**config.mk**
```make
export PLATFORM = sky130hd
export DESIGN_NAME = ibex_fetch_req_ctrl
export DESIGN_NICKNAME = d
export VERILOG_FILES = /design/src/rtl/ibex_fetch_req_ctrl.sv
export SDC_FILE = /design/constraint.sdc
export NUM_CORES = 1
export LEC_CHECK = 0
export ABC_AREA = 1
export ABC_CLOCK_PERIOD_IN_PS = 4860
export CAP_MARGIN = 20
export CORE_ASPECT_RATIO = 1.75
export CORE_MARGIN = 1
export CORE_UTILIZATION = 32
export DETAILED_ROUTE_END_ITERATION = 12
export SYNTH_ARGS = -nofsm -noshare
export SYNTH_HDL_FRONTEND = slang
export SYNTH_SLANG_ARGS = --single-unit
```
**constraint.sdc**
```tcl
create_clock -name clk_i -period 4.86 [get_ports clk_i]
set_input_delay 0.486 -clock clk_i [delete_from_list [all_inputs] [get_ports clk_i]]
set_output_delay 0.486 -clock clk_i [all_outputs]
set_load 0.02 [all_outputs]
```
**src/rtl/ibex_fetch_req_ctrl.sv**
```systemverilog
// Instruction-fetch request controller: one outstanding word request, tagged pushes into ibex_fetch_fifo.
// Defining FETCH_ERR_EN enables error responses to halt sequential fetch until the next branch.
module ibex_fetch_req_ctrl #(
   parameter int unsigned AddrW = 93
) (
   input  logic             clk_i,
   input  logic             rst_ni,
   input  logic             req_i,
   input  logic             branch_i,
   input  logic [AddrW-1:0] branch_addr_i,
   output logic             instr_req_o,
   input  logic             instr_gnt_i,
   output logic [31:0]      instr_addr_o,
   input  logic             instr_rvalid_i,
   input  logic [31:0]      instr_rdata_i,
   input  logic             instr_err_i,
   output logic             fifo_in_valid_o,
   input  logic             fifo_in_ready_i,
   output logic [AddrW-1:0] fifo_in_addr_o,
   output logic [31:0]      fifo_in_rdata_o,
   output logic             fifo_clear_o,
   output logic             fetch_err_o,
   output logic             busy_o
);

   typedef enum logic [1:0] {
      IDLE         = 2'd0,
      WAIT_GNT     = 2'd1,
      WAIT_RVALID  = 2'd2,
      WAIT_ABORTED = 2'd3
   } state_e;

   state_e           state_q, state_d;
   logic [AddrW-1:0] fetch_addr_q;
   logic [AddrW-1:0] tag_q;
   logic [AddrW-1:0] branch_tag;
   logic [AddrW-1:0] issue_tag;
   logic [AddrW-1:0] next_addr;
   logic             halt;
   logic             resp_err;
   logic             seq_ok;
   logic             issue_c;
   logic             push_c;
   logic             err_c;

`ifdef FETCH_ERR_EN
   logic halt_q;
   assign halt     = halt_q;
   assign resp_err = instr_err_i;
`else
   logic unused_err;
   assign unused_err = instr_err_i;
   assign halt       = 1'b0;
   assign resp_err   = 1'b0;
`endif

   // Branch targets keep bit 1 in the tag so a compressed entry point is visible downstream.
   assign branch_tag = branch_addr_i & ~AddrW'(1);
   assign seq_ok     = req_i & fifo_in_ready_i & ~halt;
   assign issue_tag  = branch_i ? branch_tag : fetch_addr_q;
   assign next_addr  = {issue_tag[AddrW-1:32], issue_tag[31:2] + 30'h1, 2'b00};

   // Next-state, issue and push decisions.
   always_comb begin
      state_d = state_q;
      issue_c = 1'b0;
      push_c  = 1'b0;
      err_c   = 1'b0;
      case (state_q)
         IDLE: begin
            issue_c = branch_i | seq_ok;
         end
         WAIT_GNT: begin
            issue_c = 1'b1;
         end
         WAIT_RVALID: begin
            if (instr_rvalid_i) begin
               if (branch_i) begin
                  issue_c = 1'b1;
               end else if (resp_err) begin
                  err_c   = 1'b1;
                  state_d = IDLE;
               end else begin
                  push_c  = 1'b1;
                  issue_c = seq_ok;
                  state_d = IDLE;
               end
            end else if (branch_i) begin
               state_d = WAIT_ABORTED;
            end
         end
         WAIT_ABORTED: begin
            // The stale response frees the bus; the stored target is issued in the same cycle.
            issue_c = instr_rvalid_i;
         end
         default: begin
            state_d = IDLE;
         end
      endcase
      if (issue_c) begin
         state_d = instr_gnt_i ? WAIT_RVALID : WAIT_GNT;
      end
   end

   always_ff @(posedge clk_i) begin
      if (!rst_ni) begin
         state_q      <= IDLE;
         fetch_addr_q <= '0;
         tag_q        <= '0;
      end else begin
         state_q <= state_d;
         if (issue_c && instr_gnt_i) begin
            tag_q        <= issue_tag;
            fetch_addr_q <= next_addr;
         end else if (issue_c || branch_i) begin
            // Holds an ungranted request or remembers a target while a stale response drains.
            fetch_addr_q <= issue_tag;
         end
      end
   end

`ifdef FETCH_ERR_EN
   always_ff @(posedge clk_i) begin
      if (!rst_ni) begin
         halt_q <= 1'b0;
      end else if (branch_i) begin
         halt_q <= 1'b0;
      end else if (err_c) begin
         halt_q <= 1'b1;
      end
   end
`endif

   assign instr_req_o     = issue_c;
   assign instr_addr_o    = {issue_tag[31:2], 2'b00};
   assign fifo_in_valid_o = push_c;
   assign fifo_in_addr_o  = tag_q;
   assign fifo_in_rdata_o = instr_rdata_i;
   assign fifo_clear_o    = branch_i;
   assign fetch_err_o     = err_c;
   assign busy_o          = (state_q != IDLE);

endmodule

```
==> impl_metrics.py, run 1 <==
metrics = {
    "setup_path": {
        "critPathRequiredTime_ns": 4.37,
        "r2r_start": "state_q[0]$_SDFFE_PN0P_",
        "crit_top_cell": "buf_4",
        "crit_fanout": 88,
        "cp-end-kind": "primary output",
        "worstRegToRegCells": 9,
        "r2r_slack_ns": 2.65,
        "crit_type": "in -> out",
        "crit_chain": "buf_4 -> buf_4 -> o21ai_0 -> inv_1 -> clkdlybuf4s50_1",
        "slowest_stage": "buf_4",
        "cp.arrival_ns": 2.73,
        "rr_endpoint": "fetch_addr_q[23]$_SDFFE_PN0P_",
        "cp_top_family": "buffers and inverters",
        "max_stage_delay_ns": 0.80,
        "cp-start-kind": "input port",
        "crit_buf_inv": 4,
    },
    "power": {
        "p_int_mw": 2.74,
        "clockPowerShare_pct": 35.5,
        "switching_share_pct": 29.7,
        "vdd_drop_max_uv": 325,
        "power_switching_mw": 1.16,
        "power_frac_seq_pct": 44.2,
        "power_density_mw_per_mm2": 368,
        "total_leakage_power_nw": 4.55,
        "pwr-share-comb_pct": 20.3,
    },
    "route": {
        "dr.pass1.iters": 5,
        "via_per_inst": 4.67,
        "drtIter0Drc": 352,
        "drc": 0,
        "dr_total_vias": 7211,
        "ant_nets": 0,
        "post_drt_wl_per_cell_um": 15.6,
        "wl_um": 24100,
    },
    "floorplan": {
        "die_x_um": 122,
        "start_util_pct": 32.8,
        "num_rows": 76,
        "die-area_mm2": 0.0260,
        "die_height_um": 212,
        "core_area_mm2": 0.0247,
        "ios": 295,
    },
    "clocking": {
        "hold_buffers": 0,
        "cts_resized": 0,
        "cts_buffers": 17,
        "post_cts_buffers": 0,
        "clock-sinks": 188,
        "htreeDepth": 4,
        "clk_pin_slew_worst_paths_ns": 0.07,
        "clockBufferDepth": 2,
        "cts_tree": "done",
        "root_buffer": "clkbuf_16",
        "clock_latency_ns": 0.44,
    },
    "final_layout": {
        "syn_to_final_growth_pct": 30.9,
        "n_fill_cell": 2582,
        "multi_input_area_mm2": 0.00312,
        "nets": 1353,
        "antennaDiodeCount": 0,
        "regArea_mm2": 0.00376,
        "final_util_pct": 42.9,
        "fin_cells": 1543,
        "post_route_cells_drive_above_1_share_pct": 7.15,
    },
    "worst_hold_path": {
        "min_to": "fifo_in_addr_o[4]$_SDFFE_PN0P_",
        "hold_depth": 2,
        "holdCritStartpoint": "fifo_in_addr_o[4]$_SDFFE_PN0P_",
        "min_path_type": "reg -> reg",
    },
    "yosys": {
        "syn_inst": 1090,
        "ys_async_sr_fraction_pct": 0,
        "ys_top_cells_by_count": "nand2_1 (207), nor2_1 (190), dfxtp_1 (188), inv_1 (109), o21ai_0 (72)",
        "ys_ff_latch": 188,
        "syn_avg_cell_area_um2": 7.43,
        "synth.area.top_cells": "dfxtp_1 (46%), nand2_1 (9.6%), nor2_1 (8.8%)",
        "synth_area_leader_cell": "dfxtp_1",
        "ys_seq_area_share_pct": 46.5,
        "synthFlopType": "dfxtp_1",
        "synthMostInstantiatedCell": "nand2_1",
        "yosysWarnings": 0,
        "synth_edf_count": 0,
        "yosysTopAreaCellShare_pct": 46.5,
        "yosys.cell_types.count": 36,
        "netlist_area_mm2": 0.00810,
    },
    "run_status": {
        "status": "finished, final reports clean",
    },
    "global_routing": {
        "grt_pass1_wl_um": 37500,
        "grt_pass1_vias": 6892,
        "grt_overflow_total": 0,
        "antenna_found_initial": 2,
        "grt_max_degree": 89,
        "track_usage_pct": 19.1,
    },
    "sta": {
        "hold_slack_ns": 0.452,
        "max-slew-margin-rel_pct": 34.9,
        "layout_min_cycle_time_ns": 3.21,
        "rsz0062_at_grt": "false",
        "period_share_pct": 66.1,
        "hold_violations": 0,
        "worstMarginPinSlew_ns": 0.975,
        "final-setup-viol-count": 0,
        "fin_skew_ns": 0.0106,
        "max_freq_mhz": 311,
        "fin_ws_ns": 1.65,
        "final_max_slew_viol_count": 0,
        "setup_tns_ns": 0,
    },
    "place": {
        "hpwl_um": 16500,
        "place_ws_ns": 1.56,
        "dpl.cell_count": 1512,
        "place.gp.congestion": 0.860,
        "portBuffers": 225,
    },
    "job": {
        "drv_cap": 0,
    },
}
[final cells by class]
class                      count  share of cell area, %
sequential                   188                   35.5
multi-input combinational    668                   29.5
timing repair buffer         232                   21.9
clock buffer                  17                   4.01
inverter                     112                   4.00
tap                          312                   3.68
clock inverter                14                   1.47
[registers in the layout, summed over array words and instances, names as in the netlist]
| signal | count |
|---|---|
| state_q | 2 |
| fetch_addr_q | 93 |
| fifo_in_addr_o | 93 |
[routing by layer]
metal	wire length (um)	GRT usage (%)	part of all wire, %	up-vias
met2	12700	33.8	53	205
met3	1420	4.96	5.9	57
met1	9060	20.6	38	3290
met4	870	9.21	3.6	4
met5	26	0	0.11	-
li1	-	-	-	3655
[worst max-delay path by stage]
stage | startpoint | endpoint | cells after the start
global route | branch_i | instr_addr_o[17] | 5
CTS | branch_i | instr_addr_o[29] | 5
finish | branch_i | instr_addr_o[29] | 5
detailed placement | branch_i | fetch_addr_q[23]$_SDFFE_PN0P_ | 10
floorplan | branch_i | instr_addr_o[31] | 8
global placement | branch_i | fetch_addr_q[23]$_SDFFE_PN0P_ | 10
[cell families (layout without fill, tap and decap cells)]
family                   Yosys count  in the layout  share of synthesized area [%]
buffers and inverters            236            375                           15.1
other                              1              3                         0.0463
AND/OR/NAND/NOR                  470            470                           24.2
AO/OA/AOI/OAI                    189            189                           13.5
XOR/XNOR                           4              4                          0.433
adder cells (fa/ha/maj)            1              1                          0.154
flip-flops                       188            188                           46.5
multiplexers                       1              1                          0.124
[power groups by stage]
stage	clock (mW)	combinational, mW	sequential (mW)
after floorplan	0	0.392	1.86
after global placement	0	0.796	1.76
after detailed placement	0	0.799	1.76
after CTS	1.43	0.804	1.73
after global routing	1.49	0.863	1.74
final	1.38	0.792	1.73
[per-stage QoR]
| step | cell area (um^2) | power [mW] |
|---|---|---|
| after floorplan | 8110 | 2.25 |
| after global placement | 10000 | 2.55 |
| after detailed placement | 10000 | 2.56 |
| after CTS | 10600 | 3.96 |
| after global routing | 10600 | 4.09 |
| final | 10600 | 3.90 |
[worst reg2reg max path, stage by stage (launching register included)]
cell and delay [ns]:
dfxtp_1 0.31, inv_1 0.09, nand3_1 0.14, nand3_2 0.28, clkinv_2 0.54, buf_12 0.41, nand3_1 0.14, nand2_1 0.05
nand2_1 0.08, nor2_1 0.04
[cells in the final DEF (no fill, tap or decap), types with 2 or more instances in the layout]
cell type        Yosys  layout
a21oi_1             30      30
a22o_1               6       6
buf_12               0       2
buf_4               67       6
clkbuf_16            0      17
clkdlybuf4s50_1      0     223
clkinv_4             0       2
clkinvlp_4           0       4
conb_1               1       3
dfxtp_1            188     188
inv_1              109     108
inv_2                2       2
inv_6                0       2
inv_8                0       4
nand2_1            207     207
nand2_2             13      13
nand2_4              2       2
nand3_1             26      26
nand3_2              3       3
nand4_1              8       8
nor2_1             190     190
nor2_2              13      13
nor2_4               3       3
nor3_1               2       2
o21ai_0             72      72
o21ai_1              3       3
o21ai_2              7       7
o22ai_1             61      61
o31ai_1              7       7
or2_2                2       2
xnor2_1              2       2
xor2_1               2       2
(Power assumes the default switching activity.)
==> inputs of run 2 (changes only) <==
ABC_CLOCK_PERIOD_IN_PS = 3300   (was 4860)
clock period = 3.3 ns   (was 4.86 ns; I/O delays follow)
==> run 2 against run 1 <==
Sequential power increased by 47%. First-iteration DRC count increased by 3.7%. Core utilization increased by 0.17 points. Setup slack got worse by 0.69 ns. Combinational power increased by 48%. Routed wire length decreased by 0.21%. Largest cell class unchanged. Register-to-register slack got worse by 1.3 ns.
==> impl_metrics.py, run 2 (synthesis gave the netlist of run 1 again) <==
metrics = {
    "setup_path": {
        "cp-end-kind": "primary output",
        "max_stage_delay_ns": 0.65,
        "slowest_stage": "clkdlybuf4s50_1",
        "cp-start-kind": "input port",
        "worstRegToRegCells": 9,
        "r2r_slack_ns": 1.33,
        "r2r_start": "state_q[0]$_SDFFE_PN0P_",
        "crit_fanout": 27,
        "rr_endpoint": "fetch_addr_q[23]$_SDFFE_PN0P_",
        "crit_chain": "buf_4 -> inv_4 -> buf_4 -> nand2_1 -> nand2_1 -> clkdlybuf4s50_1",
        "cp.arrival_ns": 2.01,
        "crit_type": "in -> out",
        "critPathRequiredTime_ns": 2.97,
    },
    "route": {
        "top_layer": "met5",
        "drc": 0,
        "via_per_inst": 4.68,
        "ant_nets": 0,
        "wl_um": 24100,
        "dr_wl_met2_um": 12700,
        "wl_met1_um": 8840,
        "route.met3.wl_um": 1410,
        "drtIter0Drc": 365,
        "post_drt_wl_per_cell_um": 15.6,
        "dr_total_vias": 7239,
        "dr.pass1.iters": 5,
    },
    "power": {
        "total_leakage_power_nw": 4.58,
        "vdd_drop_max_uv": 383,
        "power_density_mw_per_mm2": 541,
        "power_mw": 5.76,
    },
    "place": {
        "hpwl_um": 16600,
        "portBuffers": 225,
        "place.gp.congestion": 0.838,
    },
    "worst_hold_path": {
        "min_path_type": "in -> reg",
        "hold_depth": 4,
        "holdCritStartpoint": "branch_i",
        "min_to": "fetch_addr_q[0]$_SDFFE_PP0P_",
    },
    "floorplan": {
        "core_area_mm2": 0.0247,
        "num_rows": 76,
        "die_x_um": 122,
        "ios": 295,
        "die-area_mm2": 0.0260,
        "die_height_um": 212,
        "start_util_pct": 32.8,
    },
    "clocking": {
        "cts_resized": 0,
        "hold_buffers": 0,
        "cts_tree": "done",
        "clock_latency_ns": 0.44,
        "post_cts_buffers": 0,
        "clockBufferDepth": 2,
        "cts_buffers": 17,
        "clock-sinks": 188,
        "root_buffer": "clkbuf_16",
        "clk_pin_slew_worst_paths_ns": 0.07,
        "htreeDepth": 4,
    },
    "global_routing": {
        "grt_pass1_vias": 6968,
        "grt_pass1_wl_um": 37000,
        "grt_max_degree": 110,
        "grt_overflow_total": 0,
        "antenna_found_initial": 1,
        "track_usage_pct": 18.8,
    },
    "sta": {
        "fin_skew_ns": 0.00934,
        "max-slew-margin-rel_pct": 34.4,
        "rsz0062_at_grt": "false",
        "final-setup-viol-count": 0,
        "worstMarginPinSlew_ns": 0.983,
        "setup_tns_ns": 0,
        "hold_violations": 0,
        "final_max_slew_viol_count": 0,
        "max_freq_mhz": 428,
        "layout_min_cycle_time_ns": 2.34,
        "period_share_pct": 70.8,
    },
    "final_layout": {
        "regArea_mm2": 0.00376,
        "n_fill_cell": 2528,
        "post_route_cells_drive_above_1_share_pct": 7.37,
        "syn_to_final_growth_pct": 31.4,
        "multi_input_area_mm2": 0.00312,
        "final_common_cell": "clkdlybuf4s50_1",
        "nets": 1355,
        "mostFrequentLayoutCells": "clkdlybuf4s50_1 (223), nand2_1 (207), nor2_1 (190)",
    },
    "job": {
        "drv_cap": 0,
    },
    "run_status": {
        "status": "finished, final reports clean",
    },
}
## run 2: changes by cell type in the layout (fill, tap and decap cells not counted)
cell / delta
diode_2: +1
inv_12: +1
bufinv_16: -1
buf_4: +1
buf_12: +1
clkinv_8: +2
clkinvlp_4: -2
inv_6: +1
## run 2: worst max-delay path, delay by kind of cell
family | cells | cell delay (ns)
buffers and inverters | 4 | 1.36
and+or+nand+nor | 2 | 0.28
## run 2: layout make-up
cell class	instances	share of cell area [%]
Sequential cell	188	35.3
Tap cell	312	3.67
Clock inverter	15	1.59
Inverter	112	3.98
Antenna cell	1	0.0235
Clock buffer	17	3.99
Timing Repair Buffer	234	22.1
Multi-Input combinational cell	668	29.3
## run 2: worst max-delay path by stage
stage	cells past startpoint	slack, ns	startpoint	to
final	6	0.96	branch_i	instr_addr_o[25]
after global routing	6	0.83	branch_i	instr_addr_o[18]
after CTS	6	0.94	branch_i	instr_addr_o[18]
after detailed placement	9	0.80	instr_rvalid_i	fetch_addr_q[23]$_SDFFE_PN0P_
after global placement	9	0.80	req_i	fetch_addr_q[23]$_SDFFE_PN0P_
after floorplan	12	1.51	branch_i	fetch_addr_q[14]$_SDFFE_PN0P_
## run 2: routing by layer
metal	global-route usage (%)	vias to the layer above
li1	-	3656
met1	19.5	3315
met2	33.8	203
met3	4.43	63
met4	11.0	2
met5	0	-
## run 2: through the flow
step           setup slack, ns  cell area [um^2]  instances  hold WS, ns  utilization [%]
4_1_cts                  0.935             10600       1546        0.351             43.1
5_1_grt                  0.827             10600       1546        0.389             43.1
3_3_place_gp             0.801             10100       1514        0.432             40.7
2_1_floorplan             1.51              8110       1092        0.433                -
6_report                 0.962             10600       1547        0.360             43.1
3_5_place_dp             0.801             10100       1514        0.440             40.7
## run 2: power by group
part | leakage, nW | switching [mW] | total [mW] | internal [mW]
Sequential | 1.56 | 0.0805 | 2.54 | 2.46
Clock | 0.284 | 1.02 | 2.04 | 1.02
Combinational | 2.74 | 0.662 | 1.17 | 0.510
Total | 4.58 | 1.76 | 5.76 | 4.00
==> inputs of run 3 (changes only) <==
ABC_CLOCK_PERIOD_IN_PS = 2500   (was 3300)
clock period = 2.5 ns   (was 3.3 ns; I/O delays follow)
==> run 3 against run 2 <==
First-iteration DRC count shrank 11%. Die area is the same. Core utilization grew 0.22 points. Cell count grew 0.65%. Cell area grew 0.52%. Critical path type is now reg -> out. Count of clock-buffer cells in the layout grew 4. Clock skew grew 0.0025 ns. Largest cell class unchanged. Setup slack lost 0.58 ns. Sequential share of layout area shrank 0.18 points. Clock power grew 28%. Routed wire length is essentially flat. Combinational power grew 33%.
==> impl_metrics.py, run 3 (synthesis gave the netlist of run 1 again) <==
metrics = {
    "run_status": {
        "status": "finished, final reports clean",
    },
    "global_routing": {
        "grt_pass1_vias": 7050,
        "grt_overflow_total": 0,
        "antenna_found_initial": 1,
        "grt_pass1_wl_um": 37500,
        "track_usage_pct": 19.1,
        "grt_max_degree": 66,
    },
    "power": {
        "power_mw": 7.54,
        "p_int_mw": 5.36,
        "vdd_drop_max_uv": 540,
        "switching_share_pct": 28.9,
        "power_frac_seq_pct": 44.6,
        "pwr-share-comb_pct": 20.7,
        "power_density_mw_per_mm2": 704,
        "clockPowerShare_pct": 34.7,
        "total_leakage_power_nw": 4.62,
        "power_switching_mw": 2.18,
    },
    "floorplan": {
        "start_util_pct": 32.8,
        "ios": 295,
        "die-area_mm2": 0.0260,
        "core_area_mm2": 0.0247,
        "num_rows": 76,
        "die_x_um": 122,
        "die_height_um": 212,
    },
    "setup_path": {
        "cp-start-kind": "register",
        "cp.arrival_ns": 1.87,
        "critPathRequiredTime_ns": 2.25,
        "crit_type": "reg -> out",
        "path_depth": 5,
        "worstRegToRegCells": 10,
        "rr_endpoint": "fetch_addr_q[24]$_SDFFE_PN0P_",
        "crit_chain": "inv_1 -> nand3_1 -> nand2_1 -> inv_1 -> clkdlybuf4s50_1",
        "crit_buf_inv": 3,
        "slowest_stage": "clkdlybuf4s50_1",
        "r2r_start": "fetch_addr_q[3]$_SDFFE_PN0P_",
        "max_stage_delay_ns": 0.67,
        "r2r_slack_ns": 0.70,
        "cp-end-kind": "primary output",
        "cp-endpoint": "instr_req_o",
        "cp_top_family": "buffers and inverters",
        "crit_top_cell": "inv_1",
        "crit_start": "state_q[0]$_SDFFE_PN0P_",
        "crit_fanout": 3,
    },
    "sta": {
        "worstMarginPinSlew_ns": 0.659,
        "final-setup-viol-count": 0,
        "layout_min_cycle_time_ns": 2.12,
        "rsz0062_at_grt": "false",
        "fin_skew_ns": 0.0119,
        "final_max_slew_viol_count": 0,
        "period_share_pct": 84.8,
        "max_freq_mhz": 472,
        "setup_tns_ns": 0,
        "max-slew-margin-rel_pct": 56.1,
        "hold_violations": 0,
    },
    "clocking": {
        "root_buffer": "clkbuf_16",
        "clock-sinks": 188,
        "cts_resized": 0,
        "clk_pin_slew_worst_paths_ns": 0.07,
        "cts_buffers": 17,
        "htreeDepth": 4,
        "clock_latency_ns": 0.44,
        "hold_buffers": 0,
        "clockBufferDepth": 2,
        "post_cts_buffers": 0,
        "cts_tree": "done",
    },
    "place": {
        "dpl.cell_count": 1525,
        "placed_cell_area_mm2": 0.0101,
        "hpwl_um": 17100,
        "place.gp.congestion": 0.847,
        "portBuffers": 225,
    },
    "final_layout": {
        "fin_cells": 1557,
        "syn_to_final_growth_pct": 32.1,
        "n_fill_cell": 2579,
        "mostFrequentLayoutCells": "clkdlybuf4s50_1 (222), nand2_1 (207), nor2_1 (190)",
        "nets": 1366,
        "stdcell_area_mm2": 0.0107,
        "final_util_pct": 43.3,
        "post_route_cells_drive_above_1_share_pct": 8.03,
        "antennaDiodeCount": 0,
        "final_common_cell": "clkdlybuf4s50_1",
    },
    "route": {
        "wl_um": 24100,
        "drtIter0Drc": 324,
        "post_drt_wl_per_cell_um": 15.5,
        "dr.pass1.iters": 4,
        "dr_total_vias": 7197,
        "ant_nets": 0,
        "drc": 0,
        "via_per_inst": 4.62,
    },
    "worst_hold_path": {
        "min_path_type": "in -> reg",
    },
    "job": {
        "drv_cap": 0,
    },
}
## run 3: cell types whose count changed in the layout (fill, tap and decap cells not counted), moves of 2 or more
| cell | before | now |
|---|---|---|
| buf_4 | 7 | 18 |
| clkinv_2 | 1 | 3 |
| clkinv_8 | 3 | 0 |
| clkbuf_1 | 0 | 3 |
| inv_8 | 4 | 1 |
## run 3: layer usage
metal / part of all wire [%] / wire (um) / track usage, %
met3: 5.0 / 1210 / 5.26
met2: 53 / 12600 / 34.5
met1: 38 / 9150 / 19.6
met5: 0.050 / 12 / 0
met4: 4.4 / 1070 / 10.4
## run 3: tightest hold or removal path, cell delays in order
cell,delay (ns)
buf_2,0.17
o21ai_0,0.09
a21oi_1,0.04
## run 3: cell type report
type	instances	area, um^2	share of cell area (%)
flip-flops and latches	188	3760	35.2
clock inverters	11	109	1.02
repair buffers	245	2440	22.8
clock buffers	21	450	4.21
well taps	312	390	3.65
multi-input cells	668	3120	29.2
inverters	112	424	3.96
## run 3: stage by stage
step | hold slack [ns] | setup slack (ns)
6_report | 0.156 | 0.381
5_1_grt | 0.153 | 0.282
4_1_cts | 0.125 | 0.351
3_5_place_dp | 0.450 | 0.287
3_3_place_gp | 0.441 | 0.286
2_1_floorplan | 0.425 | 0.786
## run 3: worst min path at each step
stage                                         from                              to  slack, ns  cells after the start
detailed placement  fifo_in_addr_o[4]$_SDFFE_PN0P_  fifo_in_addr_o[4]$_SDFFE_PN0P_       0.45                      2
global placement    fifo_in_addr_o[4]$_SDFFE_PN0P_  fifo_in_addr_o[4]$_SDFFE_PN0P_       0.44                      2
global route                                rst_ni  fifo_in_addr_o[0]$_SDFFE_PN0P_       0.15                      3
finish                                      rst_ni  fifo_in_addr_o[0]$_SDFFE_PN0P_       0.16                      3
floorplan                        branch_addr_i[32]   fetch_addr_q[32]$_SDFFE_PN0P_       0.43                      2
CTS                                         rst_ni  fifo_in_addr_o[0]$_SDFFE_PN0P_       0.13                      3
## run 3: power groups by stage
stage | logic (mW) | registers, mW | clock network (mW)
final | 1.56 | 3.36 | 2.61
after global routing | 1.70 | 3.39 | 2.82
after CTS | 1.58 | 3.36 | 2.70
after detailed placement | 1.58 | 3.43 | 0
after global placement | 1.57 | 3.42 | 0
after floorplan | 0.763 | 3.61 | 0
